[config.mk]
export PLATFORM = sky130hd
export DESIGN_NAME = line_addr_seq
export DESIGN_NICKNAME = d
export VERILOG_FILES = /design/src/rtl/line_addr_seq_pkg.sv /design/src/rtl/line_addr_seq_beat_counter.sv /design/src/rtl/line_addr_seq.sv
export SDC_FILE = /design/constraint.sdc
export NUM_CORES = 1
export LEC_CHECK = 0
export BUFFER_PORTS_ARGS = -buffer_cell sky130_fd_sc_hd__buf_4
export CAP_MARGIN = 15
export CORE_AREA = 2 2 82 84
export CTS_CLUSTER_DIAMETER = 150
export DETAILED_ROUTE_END_ITERATION = 6
export DIE_AREA = 0 0 84 86
export GPL_TIMING_DRIVEN = 0
export PLACE_DENSITY = 0.72
export SYNTH_ARGS = -nofsm -noshare
export SYNTH_HDL_FRONTEND = slang
export SYNTH_SLANG_ARGS = --single-unit
[constraint.sdc]
create_clock -name CLK -period 2.2 [get_ports CLK]
set_input_delay 0.22 -clock CLK [delete_from_list [all_inputs] [get_ports CLK]]
set_output_delay 0.22 -clock CLK [all_outputs]
set_load 0.01 [all_outputs]
[src/rtl/line_addr_seq_pkg.sv]
// Shared types and width helpers for the cache-line address sequencer.
package cache_pkg;

    typedef enum logic [0:0] {
        IDLE  = 1'b0,
        BURST = 1'b1
    } seq_state_e;

    function automatic int unsigned clog2_u(input int unsigned v);
        int unsigned r;
        r = 32'd0;
        for (int unsigned i = 32'd0; i < 32'd32; i++) begin
            if ((64'd1 << i) < 64'(v)) begin
                r = i + 32'd1;
            end
        end
        return r;
    endfunction

    function automatic int unsigned off_w(input int unsigned line_words, input int unsigned word_bytes);
        return clog2_u(line_words * word_bytes);
    endfunction

    function automatic int unsigned idx_w(input int unsigned line_words);
        return clog2_u(line_words);
    endfunction

    function automatic int unsigned byte_w(input int unsigned word_bytes);
        return clog2_u(word_bytes);
    endfunction

endpackage

[src/rtl/line_addr_seq_beat_counter.sv]
// Word index within the line (modulo LINE_WORDS) plus count of accepted beats.
module line_beat_counter
    import cache_pkg::*;
#(
    parameter  int LINE_WORDS = 4,
    localparam int IDX_W      = idx_w(LINE_WORDS)
) (
    input  logic             clk,
    input  logic             clr,
    input  logic             load,
    input  logic             advance,
    input  logic [IDX_W-1:0] first_idx,
    output logic [IDX_W-1:0] idx,
    output logic             last_beat
);

    logic [IDX_W-1:0] idx_r;
    logic [IDX_W-1:0] cnt_r;

    // index and beat count; the natural IDX_W-bit rollover keeps the index inside the line
    always_ff @(posedge clk) begin
        if (clr) begin
            idx_r <= {IDX_W{1'b0}};
            cnt_r <= {IDX_W{1'b0}};
        end else if (load) begin
            idx_r <= first_idx;
            cnt_r <= {IDX_W{1'b0}};
        end else if (advance) begin
            idx_r <= idx_r + {{(IDX_W-1){1'b0}}, 1'b1};
            cnt_r <= cnt_r + {{(IDX_W-1){1'b0}}, 1'b1};
        end else begin
            idx_r <= idx_r;
            cnt_r <= cnt_r;
        end
    end

    assign idx       = idx_r;
    assign last_beat = (cnt_r == IDX_W'(LINE_WORDS - 1));

endmodule

[src/rtl/line_addr_seq.sv]
// Cache-line address sequencer: emits one word address per accepted beat, linear or
// critical-word-first, with a single-word bypass path while idle.
module line_addr_seq
    import cache_pkg::*;
#(
    parameter  int ADDR_W     = 32,
    parameter  int WORD_BYTES = 4,
    parameter  int LINE_WORDS = 4,
    parameter  int WRAP_EN    = 1,
    localparam int OFF_W      = off_w(LINE_WORDS, WORD_BYTES),
    localparam int IDX_W      = idx_w(LINE_WORDS),
    localparam int BYTE_W     = byte_w(WORD_BYTES)
) (
    input  logic              CLK,
    input  logic              CLR,
    input  logic              start,
    input  logic              mode,
    input  logic              wrap,
    input  logic              bypass,
    input  logic [ADDR_W-1:0] addr_in,
    input  logic              mem_ack,
    output logic [ADDR_W-1:0] addr_out,
    output logic              mem_req,
    output logic              mem_we,
    output logic [IDX_W-1:0]  word_idx,
    output logic              busy,
    output logic              done
);

    localparam logic [ADDR_W-1:0] OFF_MASK = ADDR_W'((64'd1 << OFF_W) - 64'd1);

    seq_state_e        state_r, state_nx;
    logic [ADDR_W-1:0] base_r, base_nx;
    logic [ADDR_W-1:0] addr_r, addr_nx;
    logic              req_r, req_nx;
    logic              we_r, we_nx;
    logic              done_r, done_nx;
    logic              load_s;
    logic              adv_s;
    logic              last_s;
    logic [IDX_W-1:0]  idx_s;
    logic [IDX_W-1:0]  first_s;
    logic [IDX_W-1:0]  idx_inc_s;
    logic [ADDR_W-1:0] aligned_s;

    line_beat_counter #(
        .LINE_WORDS (LINE_WORDS)
    ) u_beats (
        .clk       (CLK),
        .clr       (CLR),
        .load      (load_s),
        .advance   (adv_s),
        .first_idx (first_s),
        .idx       (idx_s),
        .last_beat (last_s)
    );

    // first-beat index and aligned base taken straight from the request address
    always_comb begin
        aligned_s = addr_in & ~OFF_MASK;
        idx_inc_s = idx_s + {{(IDX_W-1){1'b0}}, 1'b1};
        if (wrap && (WRAP_EN != 0)) begin
            first_s = IDX_W'(addr_in >> BYTE_W);
        end else begin
            first_s = {IDX_W{1'b0}};
        end
    end

    // next-state and next-output decode
    always_comb begin
        state_nx = state_r;
        base_nx  = base_r;
        addr_nx  = addr_r;
        req_nx   = req_r;
        we_nx    = we_r;
        done_nx  = 1'b0;
        load_s   = 1'b0;
        adv_s    = 1'b0;
        case (state_r)
            IDLE: begin
                if (start) begin
                    state_nx = BURST;
                    base_nx  = aligned_s;
                    addr_nx  = aligned_s | (ADDR_W'(first_s) << BYTE_W);
                    req_nx   = 1'b1;
                    we_nx    = mode;
                    load_s   = 1'b1;
                end else if (bypass) begin
                    addr_nx = addr_in;
                end else begin
                    addr_nx = addr_r;
                end
            end
            BURST: begin
                if (mem_ack && last_s) begin
                    // addr_out and word_idx deliberately keep the final beat
                    state_nx = IDLE;
                    req_nx   = 1'b0;
                    we_nx    = 1'b0;
                    done_nx  = 1'b1;
                end else if (mem_ack) begin
                    adv_s   = 1'b1;
                    addr_nx = base_r | (ADDR_W'(idx_inc_s) << BYTE_W);
                end else begin
                    addr_nx = addr_r;
                end
            end
            default: begin
                state_nx = IDLE;
                req_nx   = 1'b0;
                we_nx    = 1'b0;
            end
        endcase
    end

    // state and output registers
    always_ff @(posedge CLK) begin
        if (CLR) begin
            state_r <= IDLE;
            base_r  <= {ADDR_W{1'b0}};
            addr_r  <= {ADDR_W{1'b0}};
            req_r   <= 1'b0;
            we_r    <= 1'b0;
            done_r  <= 1'b0;
        end else begin
            state_r <= state_nx;
            base_r  <= base_nx;
            addr_r  <= addr_nx;
            req_r   <= req_nx;
            we_r    <= we_nx;
            done_r  <= done_nx;
        end
    end

    assign addr_out = addr_r;
    assign mem_req  = req_r;
    assign busy     = req_r;
    assign mem_we   = we_r;
    assign done     = done_r;
    assign word_idx = idx_s;

endmodule

==> impl_metrics.py, run 1 <==
metrics = {
    "sta": {
        "clock_skew_ps": 6.57,
        "hold_viol": 0,
        "fin_crit_sh": 0.786,
        "slew_viol_final": 0,
        "maxSlewHeadroom": 0.547,
        "max_freq_ghz": 0.578,
        "period_needed_ps": 1730,
        "rsz0062_at_grt": "no",
        "fin_worst_hold_slack_ps": 138,
        "setup_viol": 0,
        "fin_ws_ps": 470,
        "tightestPinTransition_ps": 680,
        "setup_tns_ps": 0,
    },
    "detailed_routing": {
        "routed_via_density": 5.29,
        "drt_wl_total_um": 7630,
        "initialDrtViolationCount": 108,
        "wl_per_cell_um": 14.8,
        "route.vias.total": 2717,
        "first_pass_iters": 4,
        "drcViolationCount": 0,
        "drtAntennaViolNets": 0,
    },
    "job": {
        "max_cap_viol_count": 0,
    },
    "synthesis": {
        "yosys_warnings": 0,
        "synthTopCellsByCount": "dfxtp_1 (68), nand2_1 (57), a211oi_1 (46), a21oi_1 (33), inv_1 (30)",
        "synth_ff_type": "dfxtp_1",
        "avgSynthCellArea_um2": 8.95,
        "synth_fp_nets": 387,
        "syn-instance-count": 347,
        "synth_cell_types": 33,
        "async_reset_ff_frac": 0,
        "seq_area_frac_synth": 0.438,
        "synth-edff-count": 0,
        "synth_area_leaders": "dfxtp_1 (44%), a211oi_1 (11%), mux2_2 (10%), nand2_1 (6.9%), a21oi_1 (5.3%)",
        "synth_top_area_share": 0.438,
        "yosysMostFrequentCell": "dfxtp_1",
        "yosysTopAreaCell": "dfxtp_1",
        "syn_area_mm2": 0.00311,
        "synth.ff_latch_count": 68,
    },
    "clock_tree": {
        "htree_levels": 3,
        "cts_tree": "yes",
        "cts_setup_buffers": 0,
        "cts_buffer_depth": 2,
        "clkSlewWorstSetupHoldPaths_ps": 70,
        "cts_resized": 0,
        "numCtsBuffers": 9,
        "cts.sinks": 68,
        "ctsHoldBuffers": 0,
        "clk_latency_ps": 330,
        "cts_root_buf": "clkbuf_8",
    },
    "floorplan": {
        "rows": 29,
        "io_pins": 77,
        "dieArea_mm2": 0.00722,
        "design.core.area_mm2": 0.00628,
        "initial_core_util": 0.495,
        "die_h_um": 86,
        "die_w_um": 84,
    },
    "final_layout": {
        "fin_cells": 514,
        "drive_gt1_frac": 0.350,
        "fin_nets": 474,
        "fillers": 555,
        "antenna_cells": 0,
        "ff_latch_area_mm2": 0.00136,
        "multi_input_area_mm2": 0.00145,
        "area.growth.synth_to_final_pct": 27.6,
    },
    "setup_path": {
        "critPathKind": "reg2reg",
        "end_kind": "flip-flop",
        "worstPathRequired_ps": 2460,
        "start_kind": "flip-flop",
        "path_max_fanout": 10,
        "worstPathArrival_ps": 1990,
    },
    "grt": {
        "grt_pass1_wl_um": 12700,
        "antenna_found_initial": 0,
        "grt_max_degree": 11,
        "track_usage": 0.218,
        "grt-ovfl-total": 0,
        "grt_pass1_vias": 2613,
    },
    "power": {
        "finalPower_uw": 2950,
        "irDropWorstVdd_uv": 450,
        "p_leak_uw": 0.00164,
        "power_density_mw_per_mm2": 744,
    },
    "place": {
        "dp_cells": 500,
        "dp_slack_ps": 513,
        "place.gp.congestion": 0.804,
        "io_buffer_count": 76,
        "hpwl_um": 5410,
    },
    "outcome": {
        "status": "completed",
    },
    "hold_path": {
        "min_path_type": "in2reg",
    },
}
## state kept, by name, indices dropped and copies added, names as in the netlist
name           flops
base_r            28
state_r            1
busy               1
done               1
u_beats.cnt_r      2
u_beats.idx        2
mem_we             1
addr_out          32
## layer usage
| layer | vias to the layer above | global-route usage | routed length, um |
|---|---|---|---|
| met1 | 1272 | 0.280 | 3500 |
| met3 | 5 | 0.0414 | 319 |
| met4 | 0 | 0.0792 | 55 |
| met5 | - | 0 | 0 |
| li1 | 1382 | - | - |
| met2 | 58 | 0.369 | 3750 |
## cell usage in the layout, fill, tap and decap left out, types with 2 or more instances in the layout
cell       instances
nor3b_1            2
buf_4             81
buf_6              2
xor2_1             2
a211oi_2          10
nor3_1             3
buf_2             16
a2111oi_2          2
inv_1             30
nor2_1             5
dfxtp_1           68
a21oi_1           33
nand2b_1           3
nand2_1           57
a31oi_1            3
nor2b_1            2
clkbuf_8          11
buf_1              3
nand3_1            7
clkbuf_1           8
a211oi_1          46
mux2_2            28
o21ai_0            2
## worst max-delay path, stage by stage (launching register included)
cell      delay, ps
dfxtp_1         350
ha_1            220
nand2b_1        110
buf_2           150
clkbuf_1        420
a211oi_1        180
a211oi_2        210
## per-stage QoR
stage               utilization  instance area (um^2)
finish                    0.631                  3960
CTS                       0.631                  3960
floorplan                     -                  3110
detailed placement        0.601                  3770
global route              0.631                  3960
global placement          0.601                  3770
## kinds of logic (layout without fill, tap and decap cells)
| group | after synthesis | count (layout) | synth area share |
|---|---|---|---|
| AO/OA/AOI/OAI | 101 | 101 | 0.237 |
| AND/OR/NAND/NOR | 83 | 83 | 0.117 |
| flip-flops | 68 | 68 | 0.438 |
| buffers and inverters | 63 | 153 | 0.0935 |
| multiplexers | 29 | 29 | 0.105 |
| XOR/XNOR | 2 | 2 | 0.00564 |
| adder cells (fa/ha/maj) | 1 | 1 | 0.00403 |
## power breakdown
group / internal, uW / switching, uW / leakage, uW
registers: 1320 / 50.2 / 0.000561
logic: 278 / 290 / 0.000983
clock network: 572 / 434 / 0.0000983
total: 2170 / 775 / 0.00164
## area by class of cell
cell class	instances	area share
clock buffer	12	0.0392
sequential	68	0.344
timing repair buffer	76	0.144
inverter	30	0.0284
multi-input combinational	216	0.367
buffer	33	0.0448
tap	77	0.0243
clock inverter	2	0.00884
## worst paths after layout
check                         from           end  slack [ps]  depth (start not counted)
setup reg to reg  u_beats.cnt_r[0]  addr_out[11]         470                          6
hold reg to reg         base_r[15]    base_r[15]         450                          2
hold / removal         addr_in[28]    base_r[28]         140                          3
setup / recovery  u_beats.cnt_r[0]  addr_out[11]         470                          6
Note: power is estimated with default switching activity, not from simulation.
==> inputs of run 2 (changes only) <==
--- a/config.mk
+++ b/config.mk
@@ -5,12 +5,13 @@
 export SDC_FILE = /design/constraint.sdc
 export NUM_CORES = 1
 export LEC_CHECK = 0
+export ABC_AREA = 1
 export BUFFER_PORTS_ARGS = -buffer_cell sky130_fd_sc_hd__buf_4
 export CAP_MARGIN = 15
-export CORE_AREA = 2 2 82 84
+export CORE_AREA = 2 2 83 85
 export CTS_CLUSTER_DIAMETER = 150
 export DETAILED_ROUTE_END_ITERATION = 6
-export DIE_AREA = 0 0 84 86
+export DIE_AREA = 0 0 85 87
 export GPL_TIMING_DRIVEN = 0
 export PLACE_DENSITY = 0.72
 export SYNTH_ARGS = -nofsm -noshare
==> constraint.sdc (replaced) <==
create_clock -name CLK -period 1.42 [get_ports CLK]
set_input_delay 0.142 -clock CLK [delete_from_list [all_inputs] [get_ports CLK]]
set_output_delay 0.142 -clock CLK [all_outputs]
set_load 0.01 [all_outputs]
==> run 2 against run 1 <==
Sequential share of layout area is 0.24 points lower. Largest power group unchanged. Worst setup slack worse by 400 ps. Core utilization is 2.4 points lower. Synthesized cell count is 23% higher. Via count is 12% higher. First-iteration DRC count is 1.9% higher. Global-route usage is 0.34 points higher. Non-clock buffer count is 2 lower. Critical path type unchanged. Final cell count is 17% higher. Flip-flop and latch count stayed put.
==> impl_metrics.py, run 2 <==
metrics = {
    "outcome": {
        "status": "completed",
    },
    "synthesis": {
        "synth_cell_types": 26,
        "seq_area_frac_synth": 0.444,
        "avgSynthCellArea_um2": 7.19,
        "syn_area_mm2": 0.00306,
        "synth_fp_nets": 466,
        "async_reset_ff_frac": 0,
        "synthTopCellsByCount": "nor2_1 (71), dfxtp_1 (68), nand2_1 (68), inv_1 (67), nand4_1 (34)",
        "yosys_warnings": 0,
        "yosysMostFrequentCell": "nor2_1",
        "synth_ff_type": "dfxtp_1",
        "synth.ff_latch_count": 68,
        "synth_area_leaders": "dfxtp_1 (44%), nor2_1 (8.7%), nand2_1 (8.3%), inv_1 (8.2%), nand4_1 (6.9%)",
        "yosysTopAreaCell": "dfxtp_1",
        "synth_top_area_share": 0.444,
        "syn-instance-count": 426,
        "synth-edff-count": 0,
    },
    "grt": {
        "grt_pass1_wl_um": 13100,
        "grt_pass1_vias": 2902,
        "grt_max_degree": 12,
        "grt-ovfl-total": 0,
        "track_usage": 0.222,
        "antenna_found_initial": 0,
    },
    "job": {
        "max_cap_viol_count": 0,
    },
    "final_layout": {
        "final_common_cell": "buf_4",
        "antenna_cells": 0,
        "utilization": 0.607,
        "fin_cells": 600,
        "fin_nets": 555,
        "final_cell_mix": "buf_4 (80), nand2_1 (68), dfxtp_1 (68), inv_1 (67), nor2_1 (67)",
        "drive_gt1_frac": 0.267,
        "largest_register_ffs": 32,
        "area.growth.synth_to_final_pct": 30.3,
    },
    "clock_tree": {
        "clk_latency_ps": 340,
        "htree_levels": 3,
        "clkSlewWorstSetupHoldPaths_ps": 80,
        "cts_root_buf": "clkbuf_8",
        "cts.sinks": 68,
        "cts_buffer_depth": 2,
        "cts_tree": "yes",
        "numCtsBuffers": 9,
    },
    "sta": {
        "tightestPinTransition_ps": 486,
        "fin_crit_sh": 0.951,
        "setup_viol": 0,
        "fin_worst_hold_slack_ps": 79.5,
        "rsz0062_at_grt": "yes",
        "maxSlewHeadroom": 0.676,
        "period_needed_ps": 1350,
        "slew_viol_final": 0,
        "clock_skew_ps": 6.48,
        "max_freq_ghz": 0.741,
        "hold_viol": 0,
    },
    "detailed_routing": {
        "drt_wl_total_um": 7750,
        "drcViolationCount": 0,
        "routed_via_density": 5.09,
        "initialDrtViolationCount": 110,
        "route.vias.total": 3054,
        "first_pass_iters": 4,
        "drtAntennaViolNets": 0,
        "wl_per_cell_um": 12.9,
    },
    "setup_path": {
        "end_kind": "flip-flop",
        "path_max_fanout": 10,
        "start_kind": "flip-flop",
        "worstPathRequired_ps": 1660,
        "worstPathArrival_ps": 1590,
        "critPathKind": "reg2reg",
    },
    "floorplan": {
        "dieArea_mm2": 0.00740,
        "initial_core_util": 0.466,
        "design.core.area_mm2": 0.00657,
        "die_h_um": 87,
        "rows": 30,
        "io_pins": 77,
        "die_w_um": 85,
    },
    "power": {
        "power_density_mw_per_mm2": 1210,
        "irDropWorstVdd_uv": 714,
        "p_leak_uw": 0.00189,
    },
    "place": {
        "io_buffer_count": 75,
        "place.gp.congestion": 0.830,
        "dp_cells": 581,
        "hpwl_um": 5370,
    },
    "hold_path": {
        "min_path_type": "in2reg",
    },
}
## run 2: cell types whose count changed after synthesis, sizes merged, moves of 3 or more
| cell | delta |
|---|---|
| a31oi | -3 |
| nor2 | +68 |
| mux2 | -28 |
| inv | +39 |
| a211oi | -56 |
| o22ai | +28 |
| nand2b | -3 |
| nand2 | +23 |
| a2111oi | -3 |
| nor3 | -4 |
| nand4 | +34 |
| o21ai | +29 |
| a21oi | -28 |
## run 2: final timing paths
check / startpoint / endpoint / slack, ps / depth (start not counted)
worst max register to register: u_beats.cnt_r[0] / addr_out[3] / 70 / 6
worst min register to register: base_r[27] / base_r[27] / 470 / 2
worst min-delay path: addr_in[15] / base_r[15] / 80 / 3
worst max-delay path: u_beats.cnt_r[0] / addr_out[3] / 70 / 6
## run 2: layer usage
| layer | routed length, um | track usage |
|---|---|---|
| met3 | 528 | 0.0455 |
| met5 | 0 | 0 |
| met2 | 3590 | 0.344 |
| met4 | 149 | 0.110 |
| met1 | 3480 | 0.295 |
## run 2: logic make-up after synthesis
logic type               count (synthesis)  share of synthesized area
buffers and inverters                   98                      0.150
adder cells (fa/ha/maj)                  1                    0.00408
XOR/XNOR                                 1                    0.00286
flip-flops                              68                      0.444
AO/OA/AOI/OAI                           64                      0.116
AND/OR/NAND/NOR                        194                      0.283
## run 2: what timing repair did
item	CTS	global route
hold buffers	1	0
setup endpoints to repair	0	30
hold endpoints to repair	3	0
setup buffers	0	2
resized for setup	0	9
## run 2: report_power, final
group          internal [uW]  leakage (uW)  switching, uW
logic                    424       0.00122            525
registers               2050      0.000561           70.9
clock network           1040      0.000107            730
## run 2: worst max-delay path, stage by stage (launching register included)
cell,delay [ps]
dfxtp_1,330
ha_1,230
o21ai_1,180
nand2_1,100
buf_2,190
nor2_1,150
nor2_1,60
## run 2: final cells by class
type / count / area (um^2)
tap: 80 / 100
inverter: 69 / 267
buffer: 29 / 195
clock buffer: 12 / 145
sequential: 68 / 1360
multi-input combinational: 260 / 1260
timing repair buffer: 78 / 588
fill: 608 / 2580
clock inverter: 4 / 72.6
## run 2: metrics by stage
step	instance area, um^2	power, uW	setup TNS, ps	setup slack (ps)
after global placement	3730	3070	0	33.2
final	3990	4840	0	70.0
after floorplan	3060	2720	0	251
after detailed placement	3730	3100	0	0.554
after global routing	3990	5100	-30.5	-18.6
after CTS	3950	4850	0	2.20
